$ cat config.mk
export PLATFORM = sky130hd
export DESIGN_NAME = ad9516_cfg_sequencer
export DESIGN_NICKNAME = d
export VERILOG_FILES = /design/src/rtl/ad9516_pkg.sv /design/src/rtl/ad9516_spi_shift.sv /design/src/rtl/ad9516_cfg_sequencer.sv
export SDC_FILE = /design/constraint.sdc
export NUM_CORES = 1
export LEC_CHECK = 0
export ABC_AREA = 1
export CORE_MARGIN = 2
export CORE_UTILIZATION = 32
export CTS_CLUSTER_DIAMETER = 200
export DETAILED_ROUTE_END_ITERATION = 8
export MAX_ROUTING_LAYER = met4
export PLACE_DENSITY = 0.57
export SLEW_MARGIN = 10
export SYNTH_ARGS = -nofsm -noshare
export SYNTH_HDL_FRONTEND = slang
export SYNTH_SLANG_ARGS = --single-unit
$ cat constraint.sdc
create_clock -name clock -period 2.5 [get_ports clock]
set_input_delay 0.5 -clock clock [delete_from_list [all_inputs] [get_ports clock]]
set_output_delay 0.5 -clock clock [all_outputs]
set_load 0.05 [all_outputs]
$ cat src/rtl/ad9516_pkg.sv
// Shared types and constants for the AD9516 power-up configuration sequencer.
// Table words are {R/W=0, W1:W0=00, 13-bit register address, 8-bit data}.
package ad9516_pkg;

   typedef enum logic [2:0] {
      IDLE,
      FETCH,
      LOAD,
      SHIFT,
      GAP,
      SETTLE,
      DONE
   } state_t;

   localparam int WORD_W    = 24;
   localparam int INSTR_MSB = 23;
   localparam int INSTR_LSB = 8;
   localparam int DATA_MSB  = 7;
   localparam int DATA_LSB  = 0;

   localparam logic [12:0] REG_SPI_CFG   = 13'h000;
   localparam logic [12:0] REG_IO_UPDATE = 13'h232;
   localparam logic [7:0]  IO_UPDATE_GO  = 8'h01;

   // Single-byte write instruction, used when building the ROM image.
   function automatic logic [WORD_W-1:0] ad_write(input logic [12:0] reg_addr,
                                                  input logic [7:0]  reg_data);
      return {3'b000, reg_addr, reg_data};
   endfunction

endpackage

$ cat src/rtl/ad9516_spi_shift.sv
// 24-bit MSB-first SPI shifter with SCLK divider; data changes on SCLK falls only.
// last_bit_done flags the final cycle of the 24th SCLK high phase.
module ad9516_spi_shift
   import ad9516_pkg::*;
#(
   parameter int CLK_DIV = 4
) (
   input  logic              clock,
   input  logic              reset,
   input  logic              load,
   input  logic [WORD_W-1:0] word,
   input  logic              active,
   output logic              sclk,
   output logic              sdio,
   output logic              last_bit_done
);

   localparam int               DIV_W    = (CLK_DIV > 1) ? $clog2(CLK_DIV) : 1;
   localparam logic [DIV_W-1:0] DIV_LAST = DIV_W'(CLK_DIV - 1);

   logic [DIV_W-1:0]  div_cnt;
   logic [4:0]        bit_cnt;
   logic [WORD_W-1:0] shift_reg;
   logic              phase_end;

   assign phase_end     = (div_cnt == DIV_LAST);
   assign last_bit_done = active & sclk & phase_end & (bit_cnt == 5'd0);
   // The shifter MSB is the pin driver; zeros shifted in leave sdio low after the word.
   assign sdio          = shift_reg[WORD_W-1];

   always_ff @(posedge clock or posedge reset) begin
      if (reset) begin
         shift_reg <= '0;
         sclk      <= 1'b0;
         div_cnt   <= '0;
         bit_cnt   <= '0;
      end else if (load) begin
         shift_reg <= word;
         sclk      <= 1'b0;
         div_cnt   <= '0;
         bit_cnt   <= 5'(WORD_W - 1);
      end else if (active) begin
         if (phase_end) begin
            div_cnt <= '0;
            if (!sclk) begin
               sclk <= 1'b1;
            end else begin
               sclk      <= 1'b0;
               shift_reg <= {shift_reg[WORD_W-2:0], 1'b0};
               if (bit_cnt != 5'd0) begin
                  bit_cnt <= bit_cnt - 5'd1;
               end
            end
         end else begin
            div_cnt <= div_cnt + 1'b1;
         end
      end else begin
         sclk    <= 1'b0;
         div_cnt <= '0;
      end
   end

endmodule

$ cat src/rtl/ad9516_cfg_sequencer.sv
// Walks the AD9516 configuration ROM, sending each word over 3-wire SPI with a
// CSB gap between words, then waits a settle delay and raises a sticky done.
module ad9516_cfg_sequencer
   import ad9516_pkg::*;
#(
   parameter int ADDR_W        = 7,
   parameter int N_ENTRIES     = 65,
   parameter int CLK_DIV       = 4,
   parameter int GAP_CYCLES    = 8,
   parameter int SETTLE_CYCLES = 7
) (
   input  logic              clock,
   input  logic              reset,
   input  logic              start,
   output logic [ADDR_W-1:0] rom_addr,
   input  logic [23:0]       rom_data,
   output logic              spi_csb,
   output logic              spi_sclk,
   output logic              spi_sdio,
   output logic              busy,
   output logic              done
);

   localparam int TMR_MAX = (GAP_CYCLES > SETTLE_CYCLES) ? GAP_CYCLES : SETTLE_CYCLES;
   localparam int TMR_W   = $clog2(TMR_MAX + 1);

   localparam logic [TMR_W-1:0]  GAP_LAST    = TMR_W'(GAP_CYCLES - 1);
   localparam logic [TMR_W-1:0]  SETTLE_LAST = TMR_W'((SETTLE_CYCLES > 0) ? SETTLE_CYCLES - 1 : 0);
   localparam logic [ADDR_W-1:0] LAST_ADDR   = ADDR_W'(N_ENTRIES - 1);

   state_t            state, state_n;
   logic [ADDR_W-1:0] addr_n;
   logic [TMR_W-1:0]  tmr, tmr_n;
   logic              csb_n, busy_n, done_n;
   logic              last_bit_done;

   always_ff @(posedge clock or posedge reset) begin
      if (reset) begin
         state    <= IDLE;
         rom_addr <= '0;
         tmr      <= '0;
         spi_csb  <= 1'b1;
         busy     <= 1'b0;
         done     <= 1'b0;
      end else begin
         state    <= state_n;
         rom_addr <= addr_n;
         tmr      <= tmr_n;
         spi_csb  <= csb_n;
         busy     <= busy_n;
         done     <= done_n;
      end
   end

   always_comb begin
      state_n = state;
      addr_n  = rom_addr;
      tmr_n   = tmr;
      csb_n   = spi_csb;
      busy_n  = busy;
      done_n  = done;
      case (state)
         IDLE, DONE: begin
            if (start) begin
               state_n = FETCH;
               addr_n  = '0;
               busy_n  = 1'b1;
               done_n  = 1'b0;
            end
         end
         FETCH: state_n = LOAD;
         LOAD: begin
            state_n = SHIFT;
            csb_n   = 1'b0;
         end
         SHIFT: begin
            if (last_bit_done) begin
               state_n = GAP;
               csb_n   = 1'b1;
               tmr_n   = '0;
            end
         end
         GAP: begin
            if (tmr == GAP_LAST) begin
               tmr_n = '0;
               if (rom_addr == LAST_ADDR) begin
                  if (SETTLE_CYCLES == 0) begin
                     state_n = DONE;
                     busy_n  = 1'b0;
                     done_n  = 1'b1;
                  end else begin
                     state_n = SETTLE;
                  end
               end else begin
                  addr_n  = rom_addr + 1'b1;
                  state_n = FETCH;
               end
            end else begin
               tmr_n = tmr + 1'b1;
            end
         end
         SETTLE: begin
            if (tmr == SETTLE_LAST) begin
               state_n = DONE;
               busy_n  = 1'b0;
               done_n  = 1'b1;
               tmr_n   = '0;
            end else begin
               tmr_n = tmr + 1'b1;
            end
         end
         default: state_n = IDLE;
      endcase
   end

   ad9516_spi_shift #(
      .CLK_DIV(CLK_DIV)
   ) u_shift (
      .clock        (clock),
      .reset        (reset),
      .load         (state == LOAD),
      .word         (rom_data),
      .active       (state == SHIFT),
      .sclk         (spi_sclk),
      .sdio         (spi_sdio),
      .last_bit_done(last_bit_done)
   );

endmodule

==> results.md <==
* WS Path Type: reg -> out
* Critical Path Start Type: register
* CP top delay family: buffers and inverters
* Met2 Use GR at 19.6%
* CP Capture Type: primary output
* RSZ-0062 raised after global routing: false
* Routing usage on met3 at 2.96%
* Reg area at 1230 um2
* Critical path capture point: spi_csb
* Sequential share of power at 56.9%
* Cells after Synth at 335
* Antenna diodes at 0
* Worst Path Buf+Inv at 1
* Inst Count DP at 472
* CP max stage cell: clkdlybuf4s50_1
* Worst-path cell chain: clkdlybuf4s50_1
* Syn_nets at 369
* Worst setup slack after layout at 376 ps
* Area of the multi-input gates at 1250 um2
* Share of layout cells above drive strength 1 at 14.9%
* DPL Wire Length at 3710 um
* Pre-CTS setup slack at 702 ps
* GPL Wtd Cong at 0.823
* Fillers at 848
* Initial core utilization at 33.3%
* Worst slew pin tran at 579 ps
* Leak at 1.62 nW
* P&R area growth vs syn at 21.4%
* Status: completed
* DR DRC count at 0
* Setup TNS at 0 ps
* FF-to-FF path depth at 8
* Pin count of the biggest net entering global routing at 53
* Max stage delay on crit path at 790 ps
* Fin. Hold Viols at 0
* Crit share post-route at 85.0%
* H-tree depth at 2
* Levels on crit path at 1
* Syn avg cell area at 8.20 um2
* Slew headroom at 61.4%
* Clk buf depth at 2
* Cell Area, Synth at 2750 um2
* Largest register FFs at 24
* Comb pwr share at 8.1%
* Die height at 96.7 um
* CTS clock-pin slew for the worst setup and hold paths at 90 ps
* Final net count at 408
* Leading cell type in the layout, fill and taps excluded: nand2_1
* Avg WL per Cell at 11.3 um
* Busiest grt layer: met2
* RR Endpoint: u_shift.shift_reg[19]$_DFFE_PP0P_
* Clock latency on the worst-skew pair at 310 ps
* CTS buffer count at 5
* Port Buffers at 38
* # Post-CTS Setup Buffers at 0
* Synth warnings at 0
* Worst flop-to-flop path startpoint: state[2]$_DFFE_PP0P_
* Resized cells post-CTS at 0
* Most frequent cells in the layout: nand2_1 (95), inv_1 (48), dfrtp_1 (48)
* Highest Clock Rate at 0.471 GHz
* Crit path time final at 2120 ps
* Hold-fix buffers, CTS at 0
* Global route total overflow at 0
* Flop-to-flop setup slack at 740 ps
* Clk pwr share at 35.0%
* CP required at 2000 ps
* Met1 Use GR at 17.2%
* Max-Cap Viols at 0
* Internal power at 1.07 mW
* Vias per inst at 4.56
* CP max FO at 2
* Worst EP arrival at 1620 ps
* Switching part of the total at 24.8%
* Vias in the first global route at 2107
* Netlist cell types at 28
* Die Width at 96.7 um
* Net switching power at 0.355 mW
* Layout Cells excl Fill at 480
* Post-synthesis register bit count at 49
* # setup viols final at 0
* Initial antenna violation count at 0
* Via count at 2191
* Clock root cell: clkbuf_8
* DR pass1 iterations at 4
* Seq/Total Area, Yosys at 44.7%
* Hold Crit Class: reg -> reg
* PwrDens at 428 nW/um2
* Clk sinks at 49
* All-Layer GR Usage at 12.8%
* Slew Viols, Final at 0
* Worst setup startpoint: spi_csb$_DFFE_PP1P_
* DRT iter0 DRCs at 70
* Core area at 8260 um2
* I/O Pins at 39
* First-pass GRT wire length at 9760 um
* Rows at 33
* WL final at 5430 um
* DIE AREA at 9340 um2
* Final Skew at 11.2 ps
* Worst vdd ir at 208 uV
* Number of routed nets with antenna violations at 0
* TritonCTS clock tree: built
==> worst min-delay path by stage <==
stage	endpoint	slack [ps]	depth (start not counted)	from
6_report	u_shift.div_cnt[0]$_DFF_PP0_	450	1	u_shift.div_cnt[0]$_DFF_PP0_
3_5_place_dp	u_shift.div_cnt[0]$_DFF_PP0_	430	1	u_shift.div_cnt[0]$_DFF_PP0_
4_1_cts	u_shift.div_cnt[0]$_DFF_PP0_	450	1	u_shift.div_cnt[0]$_DFF_PP0_
3_3_place_gp	u_shift.div_cnt[0]$_DFF_PP0_	420	1	u_shift.div_cnt[0]$_DFF_PP0_
2_1_floorplan	u_shift.div_cnt[0]$_DFF_PP0_	410	1	u_shift.div_cnt[0]$_DFF_PP0_
5_1_grt	u_shift.shift_reg[11]$_DFFE_PP0P_	470	2	reset
==> synthesized netlist by cell type <==
cell type / count / area, um2
a21oi_1: 2 / 10.0
a21oi_2: 1 / 8.76
buf_2: 5 / 25.0
buf_4: 1 / 7.51
buf_6: 3 / 33.8
clkbuf_2: 1 / 5.00
dfrtp_1: 48 / 1200
dfstp_2: 1 / 26.3
ha_1: 7 / 87.6
inv_1: 49 / 184
inv_2: 3 / 11.3
nand2_1: 95 / 357
nand2_2: 4 / 25.0
nand3_1: 13 / 65.1
nand4_1: 2 / 12.5
nor2_1: 28 / 105
nor2_2: 3 / 18.8
nor3_1: 2 / 10.0
o211ai_1: 8 / 60.1
o211ai_2: 15 / 188
o21ai_0: 11 / 55.1
o21ai_1: 9 / 45.0
o21ai_2: 15 / 131
o21bai_1: 1 / 7.51
o22a_1: 1 / 8.76
or2_2: 1 / 6.26
xnor2_1: 1 / 8.76
xor2_1: 5 / 43.8
==> kinds of logic (layout without fill, tap and decap cells) <==
group | count (synthesis) | after routing | share of synthesized area (%)
DFF | 49 | 49 | 44.7
and+or+nand+nor | 148 | 148 | 21.8
adders and majority gates | 7 | 7 | 3.19
AOI/OAI and AO/OA | 63 | 63 | 18.7
xor gates and xnor gates | 6 | 6 | 1.91
buffers and inverters | 62 | 102 | 9.70
==> worst reg2reg max path, stage by stage, from the launching register on <==
cell	delay, ps
dfrtp_1	430
inv_2	70
nand2_2	90
nor2_2	210
inv_2	60
nand2_2	380
buf_12	280
o211ai_2	120
o21ai_2	80
==> per-stage QoR <==
step / utilization, % / cell area (um2) / hold slack [ps] / power [mW]
final: 40.4 / 3340 / 446 / 1.43
after global routing: 40.4 / 3340 / 473 / 1.50
after CTS: 40.4 / 3340 / 449 / 1.46
after detailed placement: 39.3 / 3240 / 435 / 0.946
after global placement: 39.3 / 3240 / 424 / 0.944
after floorplan: - / 2750 / 415 / 0.882
==> power groups by stage <==
stage          Sequential, mW  Clock, mW  Combinational [mW]
2_1_floorplan           0.829          0              0.0534
3_3_place_gp            0.827          0               0.118
3_5_place_dp            0.827          0               0.119
4_1_cts                 0.812      0.524               0.119
5_1_grt                 0.814      0.554               0.130
6_report                0.811      0.500               0.116
==> routing by layer <==
layer	wire [um]	part of all wire, %
met4	45	0.83
met2	2450	45
met1	2710	50
met5	0	0
met3	222	4.1
==> layout make-up <==
cell class / instances / share of cell area, %
Multi-Input combinational cell: 224 / 37.6
Sequential cell: 49 / 36.8
Timing Repair Buffer: 42 / 13.0
Inverter: 52 / 5.85
Tap cell: 105 / 3.94
Clock buffer: 5 / 2.06
Clock inverter: 3 / 0.750
Power figures use the tool's default switching activity.
